--- src/rtl/gray_seq_monitor.sv ---
// gray_seq_monitor: consumes an upstream Gray-code counter, decodes it to
// binary, counts wrap pulses and flags illegal steps or inconsistent sig.
module gray_seq_monitor #(
    parameter int CBITS = 14,
    parameter int WBITS = 8
) (
    input  logic             clk,
    input  logic             rst,
    input  logic             in_valid,
    input  logic [CBITS-1:0] gray_in,
    input  logic             sig_in,
    input  logic             clr,
    output logic [CBITS-1:0] bin_out,
    output logic [WBITS-1:0] wrap_cnt,
    output logic             locked,
    output logic             fault,
    output logic             err_step,
    output logic             err_sig,
    output logic [1:0]       err_sticky
);

    typedef enum logic [1:0] {
        UNLOCKED = 2'd0,
        LOCKED   = 2'd1,
        FAULT    = 2'd2
    } state_t;

    localparam logic [CBITS-1:0] ONE = {{(CBITS-1){1'b0}}, 1'b1};

    state_t           state;
    state_t           state_nxt;
    logic [CBITS-1:0] prev_gray_p1;

    logic             accept;
    logic             sig_bad;
    logic             step_bad;
    logic             capture;
    logic [CBITS-1:0] bin_in;
    logic [CBITS-1:0] bin_prev;
    logic [CBITS-1:0] bin_succ;

    // Gray to binary: each binary bit is the XOR of all Gray bits at or above it.
    function automatic logic [CBITS-1:0] gray2bin(input logic [CBITS-1:0] g);
        logic [CBITS-1:0] b;
        b = '0;
        b[CBITS-1] = g[CBITS-1];
        for (int i = CBITS - 2; i >= 0; i--) begin
            b[i] = b[i+1] ^ g[i];
        end
        return b;
    endfunction

    // True when exactly one bit of d is set.
    function automatic logic one_hot(input logic [CBITS-1:0] d);
        return (d != '0) && ((d & (d - ONE)) == '0);
    endfunction

    assign bin_in   = gray2bin(gray_in);
    assign bin_prev = gray2bin(prev_gray_p1);
    assign bin_succ = bin_prev + ONE;

    // Classify the current sample: accepted or not, and which checks fail.
    always_comb begin
        accept   = 1'b0;
        sig_bad  = 1'b0;
        step_bad = 1'b0;
        capture  = 1'b0;
        if (in_valid && !clr && (state == UNLOCKED || state == LOCKED)) begin
            accept  = 1'b1;
            sig_bad = (sig_in != (gray_in == '0));
            if (state == LOCKED) begin
                step_bad = !(one_hot(gray_in ^ prev_gray_p1) && (bin_in == bin_succ));
            end
            capture = !sig_bad && !step_bad;
        end
    end

    // Next-state logic; clr always returns to UNLOCKED and drops any sample.
    always_comb begin
        state_nxt = state;
        case (state)
            UNLOCKED, LOCKED: begin
                if (clr) begin
                    state_nxt = UNLOCKED;
                end else if (accept) begin
                    state_nxt = (sig_bad || step_bad) ? FAULT : LOCKED;
                end
            end
            FAULT: begin
                if (clr) begin
                    state_nxt = UNLOCKED;
                end
            end
            default: state_nxt = UNLOCKED;
        endcase
    end

    // State register.
    always_ff @(posedge clk) begin
        if (rst) begin
            state <= UNLOCKED;
        end else begin
            state <= state_nxt;
        end
    end

    // Sample capture, wrap counting and error flags; failing samples are not captured.
    always_ff @(posedge clk) begin
        if (rst) begin
            prev_gray_p1 <= '0;
            bin_out      <= '0;
            wrap_cnt     <= '0;
            err_step     <= 1'b0;
            err_sig      <= 1'b0;
            err_sticky   <= 2'b00;
        end else begin
            if (capture) begin
                prev_gray_p1 <= gray_in;
                bin_out      <= bin_in;
            end
            if (accept && sig_in && (wrap_cnt != '1)) begin
                wrap_cnt <= wrap_cnt + {{(WBITS-1){1'b0}}, 1'b1};
            end
            err_step <= step_bad;
            err_sig  <= sig_bad;
            if (clr) begin
                err_sticky <= 2'b00;
            end else begin
                err_sticky <= err_sticky | {sig_bad, step_bad};
            end
        end
    end

    assign locked = (state == LOCKED);
    assign fault  = (state == FAULT);

endmodule
--- config.mk ---
export PLATFORM = sky130hd
export DESIGN_NAME = gray_seq_monitor
export DESIGN_NICKNAME = d
export VERILOG_FILES = /design/src/rtl/gray_seq_monitor.sv
export SDC_FILE = /design/constraint.sdc
export NUM_CORES = 1
export LEC_CHECK = 0
export ABC_AREA = 1
export BUFFER_PORTS_ARGS = -buffer_cell sky130_fd_sc_hd__buf_2
export CAP_MARGIN = 10
export CORE_MARGIN = 2
export CORE_UTILIZATION = 60
export DETAILED_ROUTE_END_ITERATION = 10
export GPL_TIMING_DRIVEN = 0
export PLACE_DENSITY = 0.84
export SYNTH_ARGS = -nofsm -noshare
export SYNTH_HDL_FRONTEND = slang
export SYNTH_SLANG_ARGS = --single-unit
--- constraint.sdc ---
create_clock -name clk -period 10.3 [get_ports clk]
set_clock_uncertainty 0.15 [all_clocks]
set_input_delay 1.545 -clock clk [delete_from_list [all_inputs] [get_ports clk]]
set_output_delay 1.545 -clock clk [all_outputs]
set_load 0.02 [all_outputs]
# ---- After elaboration in Yosys (flattened, before gate mapping)
# Cells that the tools add are included.
# Widths: inputs -> output; s select.
dict set report op_classes {
  n_reduce_logical 20
  n_mux 11
  n_eq_ne 7
  n_addsub 3
  bitwise 29
}
# cell count
set ops {}
lappend ops {{$logic_not 14->1} 2}
lappend ops {{$xor 1x1->1} 26}
lappend ops {{$add 14x1->14 const B} 1}
lappend ops {{$and 14x14->14} 1}
lappend ops {{$eq 14x14->1} 1}
lappend ops {{$reduce_bool 14->1} 1}
lappend ops {{$sub 14x1->14 const B} 1}
lappend ops {{$xor 14x14->14} 1}
lappend ops {{$add 8x1->8 const B} 1}
lappend ops {{$mux 2} 4}
lappend ops {{$ne 8x8->1 const B} 1}
lappend ops {{$logic_and 1x1->1} 7}
lappend ops {{$mux 1} 6}
lappend ops {{$logic_not 1->1} 4}
lappend ops {{$pmux 2 s2} 1}
lappend ops {{$reduce_or 2->1} 2}
lappend ops {{$ne 3x3->1 const B} 1}
lappend ops {{$eq 2x1->1 const B} 1}
lappend ops {{$eq 2x2->1 const B} 1}
lappend ops {{$logic_not 2->1} 1}
lappend ops {{$logic_or 1x1->1} 2}
lappend ops {{$ne 2x2->1 const B} 1}
lappend ops {{$or 2x2->2} 1}
lappend ops {{$reduce_and 2->1} 1}
lappend ops {{$ne 1x1->1} 1}
dict set report word_totals {
  input_bits 19
  out_inout_bits 28
  wordCells 77
  register_bits 42
}

# ---- Depth between registers and ports, before layout
# Gate-level depths: netlist of run 1.
dict set report depth {
  word_depth 25
  ltp_mapped 48
  mapped_depth_nobuf 47
}

# ---- Worst setup path before layout of run 1
# No wires, ideal clock.
dict set report synth_path {
  kind {register to register}
  from {register, netlist name bin_out[13]}
  to {register prev_gray_p1[11]}
  setup_slack_ps 3781
  arrival_ps 6254
  path_stages_with_launch 47
  setup_ps 115
  synth_period_minus_slack_ps 6519
  required_time_ps 10035
  n_path_buf 1
  path_cell_list {dfxtp_1 -> xor2_1 -> ha_1 -> inv_1 -> ha_1 -> inv_1 -> ha_1 -> inv_1 -> ha_1 -> inv_1 -> ha_1 -> inv_1 -> ha_1 -> inv_1 -> ha_1 -> inv_1 -> ha_1 -> inv_1 -> [11 not listed] -> xor2_1 -> or2_2 -> nand3_1 -> nor2_1 -> nand3_1 -> nor2_1 -> nand2_1 -> nor2_1 -> nand3_1 -> nor2_1 -> nand3_1 -> nor2_1 -> nand3_2 -> nand2_4 -> buf_8 -> nand3_1 -> nand2_1 -> nor2_1}
}
# item line
set synth_rtl {}
lappend synth_rtl {{end signal, assigned} 118} ;# prev_gray_p1 <= gray_in;
lappend synth_rtl {{end, declared} 32} ;# logic [CBITS-1:0] prev_gray_p1;

==> results of run 1 <==
## power groups by stage
stage / registers (mW) / logic, mW / clock network (mW)
3_5_place_dp: 0.174 / 0.201 / 0
2_1_floorplan: 0.177 / 0.154 / 0
5_1_grt: 0.171 / 0.231 / 0.139
3_3_place_gp: 0.174 / 0.194 / 0
4_1_cts: 0.171 / 0.202 / 0.131
6_report: 0.171 / 0.203 / 0.131
## worst max-delay path by stage
| stage | start | cells after the start | slack (ns) | to |
|---|---|---|---|---|
| after floorplan | bin_out[13] | 46 | 3.78 | prev_gray_p1[11] |
| after global placement | bin_out[13] | 46 | 3.05 | bin_out[5] |
| after detailed placement | bin_out[13] | 46 | 2.91 | bin_out[6] |
| after CTS | bin_out[13] | 46 | 2.87 | bin_out[8] |
| after global routing | bin_out[13] | 46 | 2.23 | prev_gray_p1[8] |
| final | bin_out[13] | 46 | 2.82 | bin_out[8] |
## cell families after synthesis
| group | count (synthesis) | share of synthesized area |
|---|---|---|
| xor+xnor | 33 | 0.0917 |
| fa+ha+maj | 14 | 0.0556 |
| simple gates | 266 | 0.387 |
| compound gates | 46 | 0.0866 |
| buf+inv | 86 | 0.119 |
| flops | 41 | 0.261 |
## area by class of cell
type,count,area [µm²],share of cell area
clock inverter,2,35.0,0.00982
clock buffer,5,68.8,0.0193
buffer,16,111,0.0312
inverter,70,263,0.0736
tap,70,87.6,0.0245
multi-input combinational,359,1960,0.550
sequential,41,821,0.230
timing repair buffer,44,220,0.0617
## metrics by stage
| step | cells | setup WS [ns] | utilization | area, µm² | hold WS, ns |
|---|---|---|---|---|---|
| finish | 607 | 2.82 | 0.703 | 3570 | 0.318 |
| global route | 607 | 2.23 | 0.703 | 3570 | 0.322 |
| CTS | 607 | 2.87 | 0.702 | 3560 | 0.307 |
| detailed placement | 600 | 2.91 | 0.681 | 3460 | 0.294 |
| global placement | 600 | 3.05 | 0.681 | 3460 | 0.286 |
| floorplan | 486 | 3.78 | - | 3150 | 0.324 |
## cell usage in the layout, fill, tap and decap left out, drive strengths merged
cell type / instances
a21oi: 35
buf: 55
bufinv: 1
clkbuf: 10
clkinv: 1
dfxtp: 41
ha: 14
inv: 70
nand2: 103
nand3: 83
nand3b: 1
nand4: 3
nor2: 62
nor3: 3
nor3b: 1
nor4: 7
o2111ai: 1
o21ai: 8
o21bai: 1
o31ai: 1
or2: 3
xnor2: 15
xor2: 18
## flip-flops by register name, indices dropped and copies added (netlist names)
register      cells
bin_out          14
prev_gray_p1     13
wrap_cnt          8
err_sticky        2
state             2
err_sig           1
err_step          1
## layer usage
layer,wire length (µm),global-route usage,vias to the layer above
met4,126,0.0764,0
met5,0,0,-
met1,3510,0.361,1477
li1,-,-,1660
met3,427,0.0533,13
met2,3810,0.489,91
## critical path: cells and delay by family (launching register included)
family / cells / cell delay, ns
DFF: 1 / 0.44
xor gates and xnor gates: 2 / 0.47
adders and majority gates: 12 / 3.34
buffers and inverters: 13 / 0.85
and+or+nand+nor: 19 / 2.13
## synth_stat cells, drive strengths merged, types with 7 or more instances
cell type	instances	area share
nand3	83	0.14
inv	70	0.083
xor2	18	0.050
dfxtp	41	0.26
nand2	103	0.13
nor2	62	0.074
ha	14	0.056
nor4	7	0.014
o21ai	8	0.013
xnor2	15	0.042
a21oi	35	0.066
buf	11	0.029
==> results.json, run 1 <==
{
  "status": "finished clean",
  "grtUsageTotal": 0.283,
  "synthArstFlopShare": 0,
  "p_sw_mw": 0.190,
  "dr.pass1.iters": 5,
  "die_w_um": 76.5,
  "ctsHoldBuffers": 0,
  "worstPathMaxFanout": 10,
  "timing.fmax_ghz": 0.134,
  "via_count": 3241,
  "place.gp.congestion": 0.947,
  "drc": 0,
  "syn_nets": 519,
  "dieArea_um2": 5850,
  "cellPowerDensity_nw_per_um2": 142,
  "hold_viol_final": 0,
  "ff2ff_path_depth": 46,
  "rsz0062_at_grt": "false",
  "ys_ff_latch": 41,
  "yosys_warnings": 0,
  "relSlewSlack": 0.429,
  "worst_slew_pin_slew_ns": 0.850,
  "p_seq_frac": 0.338,
  "synth-edff-count": 0,
  "min_delay_worst_endpoint": "err_sticky[1]",
  "total_power_mw": 0.505,
  "p_leak_nw": 1.75,
  "critPathRequiredTime_ns": 10.34,
  "hp-class": "reg -> reg",
  "syn_avg_cell_area_um2": 6.48,
  "wl_um": 7870,
  "port_buffers": 44,
  "critPathMaxStageDelay_ns": 0.44,
  "vias_per_cell": 5.34,
  "internal_power_mw": 0.315,
  "cts_buffer_depth": 2,
  "cts_tree": "yes",
  "period_share": 0.726,
  "synth-main-ff-cell": "dfxtp_1",
  "netlist_area_um2": 3150,
  "worstSetupPathType": "reg -> reg",
  "wire_per_inst_um": 13.0,
  "syn_inst": 486,
  "min_from": "err_sticky[1]",
  "die_h_um": 76.5,
  "fillers": 460,
  "htreeDepth": 2,
  "fin_tns_setup_ns": 0,
  "reg2reg_from": "bin_out[13]",
  "startpoint_type": "register",
  "antenna_left": 0,
  "setup_viol": 0,
  "clk_pin_slew_worst_paths_ns": 0.08,
  "comb_power_share": 0.402,
  "cts_resized": 0,
  "yosys.cell_types.count": 31,
  "cts_setup_buffers": 0,
  "cts_buffers": 5,
  "rows": 26,
  "p_clk_frac": 0.260,
  "drt_iter0_drc": 187,
  "fin_crit_ns": 7.48,
  "drive_gt1_frac": 0.181,
  "end_kind": "register",
  "fin_nets": 570,
  "cp_slowest_cell": "dfxtp_1",
  "initial_core_util": 0.621,
  "dp_hpwl_um": 6190,
  "swShare": 0.376,
  "r2r_slack_ns": 2.82,
  "timing.rr.end": "bin_out[8]",
  "vdd_ir_drop_max_mv": 0.133,
  "cts_sinks": 41,
  "cap_violations": 0,
  "grt_max_degree": 13,
  "grt_pass1_wl_um": 13500,
  "hold_depth": 2,
  "grt_pass1_vias": 3054,
  "ctsRootBufferMaster": "clkbuf_8",
  "coreArea_um2": 5070,
  "io_pins": 47,
  "drv_slew": 0,
  "grt.overflow.total": 0,
  "num_antenna_cells": 0,
  "ys_seq_area_frac": 0.261,
  "clkLatencyLatePin_ns": 0.31,
  "syn2layout_area_growth_pct": 13.3,
  "arrival_ns": 7.52,
  "antenna_found_initial": 0
}
Power figures use the tool's default switching activity.
==> inputs of run 2 (changes only) <==
CORE_UTILIZATION = 52   (was 60)
PLACE_DENSITY = 0.78   (was 0.84)
clock period = 6.3 ns   (was 10.3 ns; I/O delays follow)
==> results.json, run 2 (same netlist as run 1, synthesis figures left out) <==
{
  "hold_viol_final": 0,
  "drive_gt1_frac": 0.311,
  "relSlewSlack": 0.493,
  "initial_core_util": 0.535,
  "coreArea_um2": 5890,
  "dp_hpwl_um": 6390,
  "hp-class": "reg -> reg",
  "met1_length_um": 3810,
  "syn2layout_area_growth_pct": 29.9,
  "swShare": 0.394,
  "ctsRootBufferMaster": "clkbuf_8",
  "internal_power_mw": 0.590,
  "rows": 28,
  "arrival_ns": 6.78,
  "cts_tree": "yes",
  "antenna_found_initial": 0,
  "cts_buffers": 5,
  "placed_cells": 606,
  "critical_path_buf_inv_count": 13,
  "ctsHoldBuffers": 0,
  "crit_top_cell": "ha_4",
  "rsz0062_at_grt": "true",
  "timing.fmax_ghz": 0.149,
  "top_regs": "bin_out x14, prev_gray_p1 x13, wrap_cnt x8",
  "fin_crit_ns": 6.72,
  "p_sw_mw": 0.383,
  "wl_um": 8910,
  "antenna_left": 0,
  "vdd_ir_drop_max_mv": 0.170,
  "die_w_um": 81.8,
  "clk_pin_slew_worst_paths_ns": 0.09,
  "worstPathMaxFanout": 6,
  "grtUsageTotal": 0.279,
  "drt_iter0_drc": 179,
  "critPathRequiredTime_ns": 6.36,
  "wl_met2_um": 4400,
  "dieArea_um2": 6700,
  "cp_slowest_cell": "dfxtp_4",
  "wire_per_inst_um": 13.9,
  "status": "finished with violations",
  "fin_cells": 641,
  "cellPowerDensity_nw_per_um2": 238,
  "setup_viol": 31,
  "clkLatencyLatePin_ns": 0.30,
  "place.gp.congestion": 0.911,
  "layout_common_cells": "nand2_1 (84), nand3_1 (60), nor2_1 (59)",
  "dr.pass1.iters": 4,
  "worstSetupPathType": "reg -> reg",
  "port_buffers": 44,
  "violations": "setup timing",
  "wl_met3_um": 518,
  "registers.top_by_ff_count": "bin_out",
  "p_clk_frac": 0.183,
  "fillers": 508,
  "drc": 0,
  "period_share": 1.07,
  "comb_power_share": 0.530,
  "critPathMaxStageDelay_ns": 0.36,
  "grt_pass1_vias": 3256,
  "cts_buffer_depth": 2,
  "grt_pass1_wl_um": 14500,
  "end_kind": "register",
  "cap_violations": 0,
  "die_h_um": 81.8,
  "worst_slew_pin_slew_ns": 0.753,
  "setup_ws_ns": -0.424,
  "vias_per_cell": 5.31,
  "num_antenna_cells": 0,
  "startpoint_type": "register",
  "via_count": 3405,
  "grt.overflow.total": 0,
  "io_pins": 47,
  "fin_nets": 598,
  "layout_commonest_cell": "nand2_1",
  "topRoutingLayerUsed": "met4",
  "place_ws_ns": -0.689,
  "htreeDepth": 2,
  "total_power_mw": 0.973,
  "grt_max_degree": 14,
  "p_leak_nw": 1.89,
  "largest_register_ffs": 14,
  "cp_top_family": "adder cells",
  "p_seq_frac": 0.286,
  "drv_slew": 0,
  "cts_sinks": 41
}
## run 2: changes by cell type in the layout (fill, tap and decap cells not counted), moves of 6 or more
cell     change
nand3_2     +16
buf_4       +21
nand3_1     -16
ha_1        -11
inv_4        +8
nand2_1      -6
ha_4        +11
inv_1       -12
## run 2: per-layer routing
metal | up-vias | GRT usage
li1 | 1715 | -
met1 | 1545 | 0.345
met4 | 0 | 0.0933
met2 | 125 | 0.488
met5 | - | 0
met3 | 20 | 0.0473
## run 2: power groups by stage
stage / Clock [mW] / Sequential [mW] / Combinational (mW)
after floorplan: 0 / 0.290 / 0.287
after global placement: 0 / 0.285 / 0.358
after detailed placement: 0 / 0.285 / 0.370
after CTS: 0.177 / 0.278 / 0.483
after global routing: 0.188 / 0.280 / 0.573
final: 0.178 / 0.279 / 0.516
## run 2: final cells by class
cell class                      count  area (µm²)  share of cell area
Multi-Input combinational cell    360        2240               0.547
Clock inverter                      2        15.0             0.00367
Inverter                           70         283              0.0691
Sequential cell                    41         828               0.202
Clock buffer                        6        72.6              0.0177
Tap cell                           75        93.8              0.0229
Buffer                             16         111              0.0272
Timing Repair Buffer               71         449               0.110
## run 2: path summary, 6_finish.rpt
path	from	endpoint	slack, ns	cells past startpoint
setup reg to reg	bin_out[13]	bin_out[5]	-0.42	46
setup / recovery	bin_out[13]	bin_out[5]	-0.42	46
hold / removal	err_sticky[0]	err_sticky[0]	0.30	2
hold reg to reg	err_sticky[0]	err_sticky[0]	0.30	2
## run 2: stage by stage
step	instance area (µm²)	hold slack, ns	utilization	TNS (ns)
after floorplan	3240	0.324	-	0
final	4090	0.304	0.695	-12.16
after CTS	3980	0.309	0.677	-8.38
after global placement	3550	0.287	0.604	-13.92
after detailed placement	3560	0.294	0.605	-19.85
after global routing	4090	0.337	0.695	-22.13
## run 2: repair_timing
item,CTS,global route
gates cloned,5,0
setup buffers,17,5
gates resized for setup,39,18
setup endpoints to repair,31,31
pin swaps,23,19
## run 2: tightest hold or removal path: stages, from the launching register on
cell	delay [ns]
dfxtp_1	0.32
inv_1	0.05
a21oi_1	0.05
==> inputs of run 3 (changes only) <==
CORE_UTILIZATION = 58   (was 52)
PLACE_DENSITY = 0.82   (was 0.78)
clock period = 6.6 ns   (was 6.3 ns; I/O delays follow)
==> results.json, run 3 (same netlist as run 1, synthesis figures left out) <==
{
  "cts_buffer_depth": 2,
  "crit_path_start": "prev_gray_p1[12]",
  "clkLatencyLatePin_ns": 0.30,
  "port_buffers": 44,
  "die_h_um": 77.7,
  "reg2reg_from": "prev_gray_p1[12]",
  "grt.overflow.total": 0,
  "period_share": 1.01,
  "vdd_ir_drop_max_mv": 0.162,
  "violations": "setup timing",
  "arrival_ns": 6.71,
  "final_area_um2": 4190,
  "cts_sinks": 41,
  "cellPowerDensity_nw_per_um2": 239,
  "fin_cells": 633,
  "setup_viol": 28,
  "syn2layout_area_growth_pct": 33.0,
  "clk_pin_slew_worst_paths_ns": 0.08,
  "via_count": 3576,
  "ctsRootBufferMaster": "clkbuf_8",
  "dp_hpwl_um": 6190,
  "wl_um": 9840,
  "drt_iter0_drc": 262,
  "wire_per_inst_um": 15.5,
  "io_pins": 47,
  "grt_pass1_vias": 3327,
  "coreArea_um2": 5170,
  "cts_buffers": 5,
  "setup_ws_ns": -0.0662,
  "relSlewSlack": 0.402,
  "place.gp.congestion": 0.895,
  "startpoint_type": "register",
  "min_from": "err_sticky[0]",
  "dr.pass1.iters": 5,
  "top_regs": "bin_out x14, prev_gray_p1 x13, wrap_cnt x8",
  "antenna_found_initial": 0,
  "largest_register_ffs": 14,
  "fin_hold_ws_ns": 0.306,
  "dieArea_um2": 6040,
  "ff2ff_path_depth": 46,
  "p_leak_nw": 1.92,
  "die_w_um": 77.7,
  "num_antenna_cells": 0,
  "initial_core_util": 0.609,
  "grt_pass1_wl_um": 15300,
  "hold_depth": 2,
  "cts_tree": "yes",
  "worstPathMaxFanout": 5,
  "fin_crit_ns": 6.67,
  "crit_top_cell": "ha_4",
  "critPathMaxStageDelay_ns": 0.37,
  "hp-class": "reg -> reg",
  "place_ws_ns": -0.731,
  "drv_slew": 0,
  "critPathRequiredTime_ns": 6.65,
  "registers.top_by_ff_count": "bin_out",
  "status": "finished with violations",
  "hold_viol_final": 0,
  "drc": 0,
  "total_power_mw": 1.00,
  "layout_commonest_cell": "nand2_1",
  "htreeDepth": 2,
  "placed_cell_area_um2": 3460,
  "grtUsageTotal": 0.316,
  "rsz0062_at_grt": "true",
  "layout_common_cells": "nand2_1 (83), nor2_1 (58), nand3_1 (58)",
  "worst_slew_pin_slew_ns": 0.893,
  "placed_cells": 600,
  "grt_max_degree": 13,
  "cp_slowest_cell": "dfxtp_4",
  "vias_per_cell": 5.65,
  "worstSetupPathType": "reg -> reg",
  "antenna_left": 0,
  "drive_gt1_frac": 0.323,
  "timing.fmax_ghz": 0.150,
  "rows": 26,
  "cap_violations": 0,
  "end_kind": "register",
  "fin_nets": 596
}
[run 3: changes by cell type in the layout (fill, tap and decap cells not counted), sizes merged]
cell	delta
clkinv	+1
clkbuf	-1
clkinvlp	-2
bufinv	+1
buf	-2
[run 3: worst max-delay path, delay by kind of cell, from the launching register on]
| kind | cells | cell delay (ns) |
|---|---|---|
| fa+ha+maj | 12 | 3.14 |
| simple gates | 19 | 1.92 |
| buf+inv | 13 | 0.64 |
| flops | 1 | 0.37 |
| xor+xnor | 2 | 0.35 |
[run 3: metal layers]
| layer | track usage | routed length [µm] |
|---|---|---|
| met5 | 0 | 0 |
| met4 | 0.120 | 194 |
| met3 | 0.0384 | 656 |
| met2 | 0.564 | 5080 |
| met1 | 0.385 | 3910 |
[run 3: path summary, 6_finish.rpt]
kind | to | slack, ns
worst max register to register | bin_out[7] | -0.07
worst min-delay path | err_sticky[0] | 0.31
worst min register to register | err_sticky[0] | 0.31
worst max-delay path | bin_out[7] | -0.07
[run 3: area by class of cell]
class	instances	area [µm²]
clock buffers	5	68.8
multi-input cells	360	2320
inverters	70	285
repair buffers	69	440
plain buffers	16	123
flip-flops and latches	41	828
clock inverters	2	35.0
fillers	341	983
well taps	70	87.6
[run 3: power breakdown]
part	internal (mW)	switching (mW)
logic	0.247	0.288
registers	0.257	0.00949
clock network	0.110	0.0890
total	0.614	0.386
[run 3: per-stage QoR]
step	util	TNS, ns
finish	0.810	-1.09
global route	0.810	-10.58
CTS	0.780	-0.876
detailed placement	0.669	-20.90
global placement	0.669	-19.04
floorplan	-	0
[run 3: timing repair]
| item | CTS | global route |
|---|---|---|
| hold buffers | 0 | 0 |
| setup endpoints to repair | 31 | 31 |
| endpoints found under the hold margin | 0 | 0 |
| gates cloned | 4 | 0 |
| gates resized for setup | 61 | 26 |
| setup buffers | 18 | 5 |
| pin swaps | 33 | 26 |
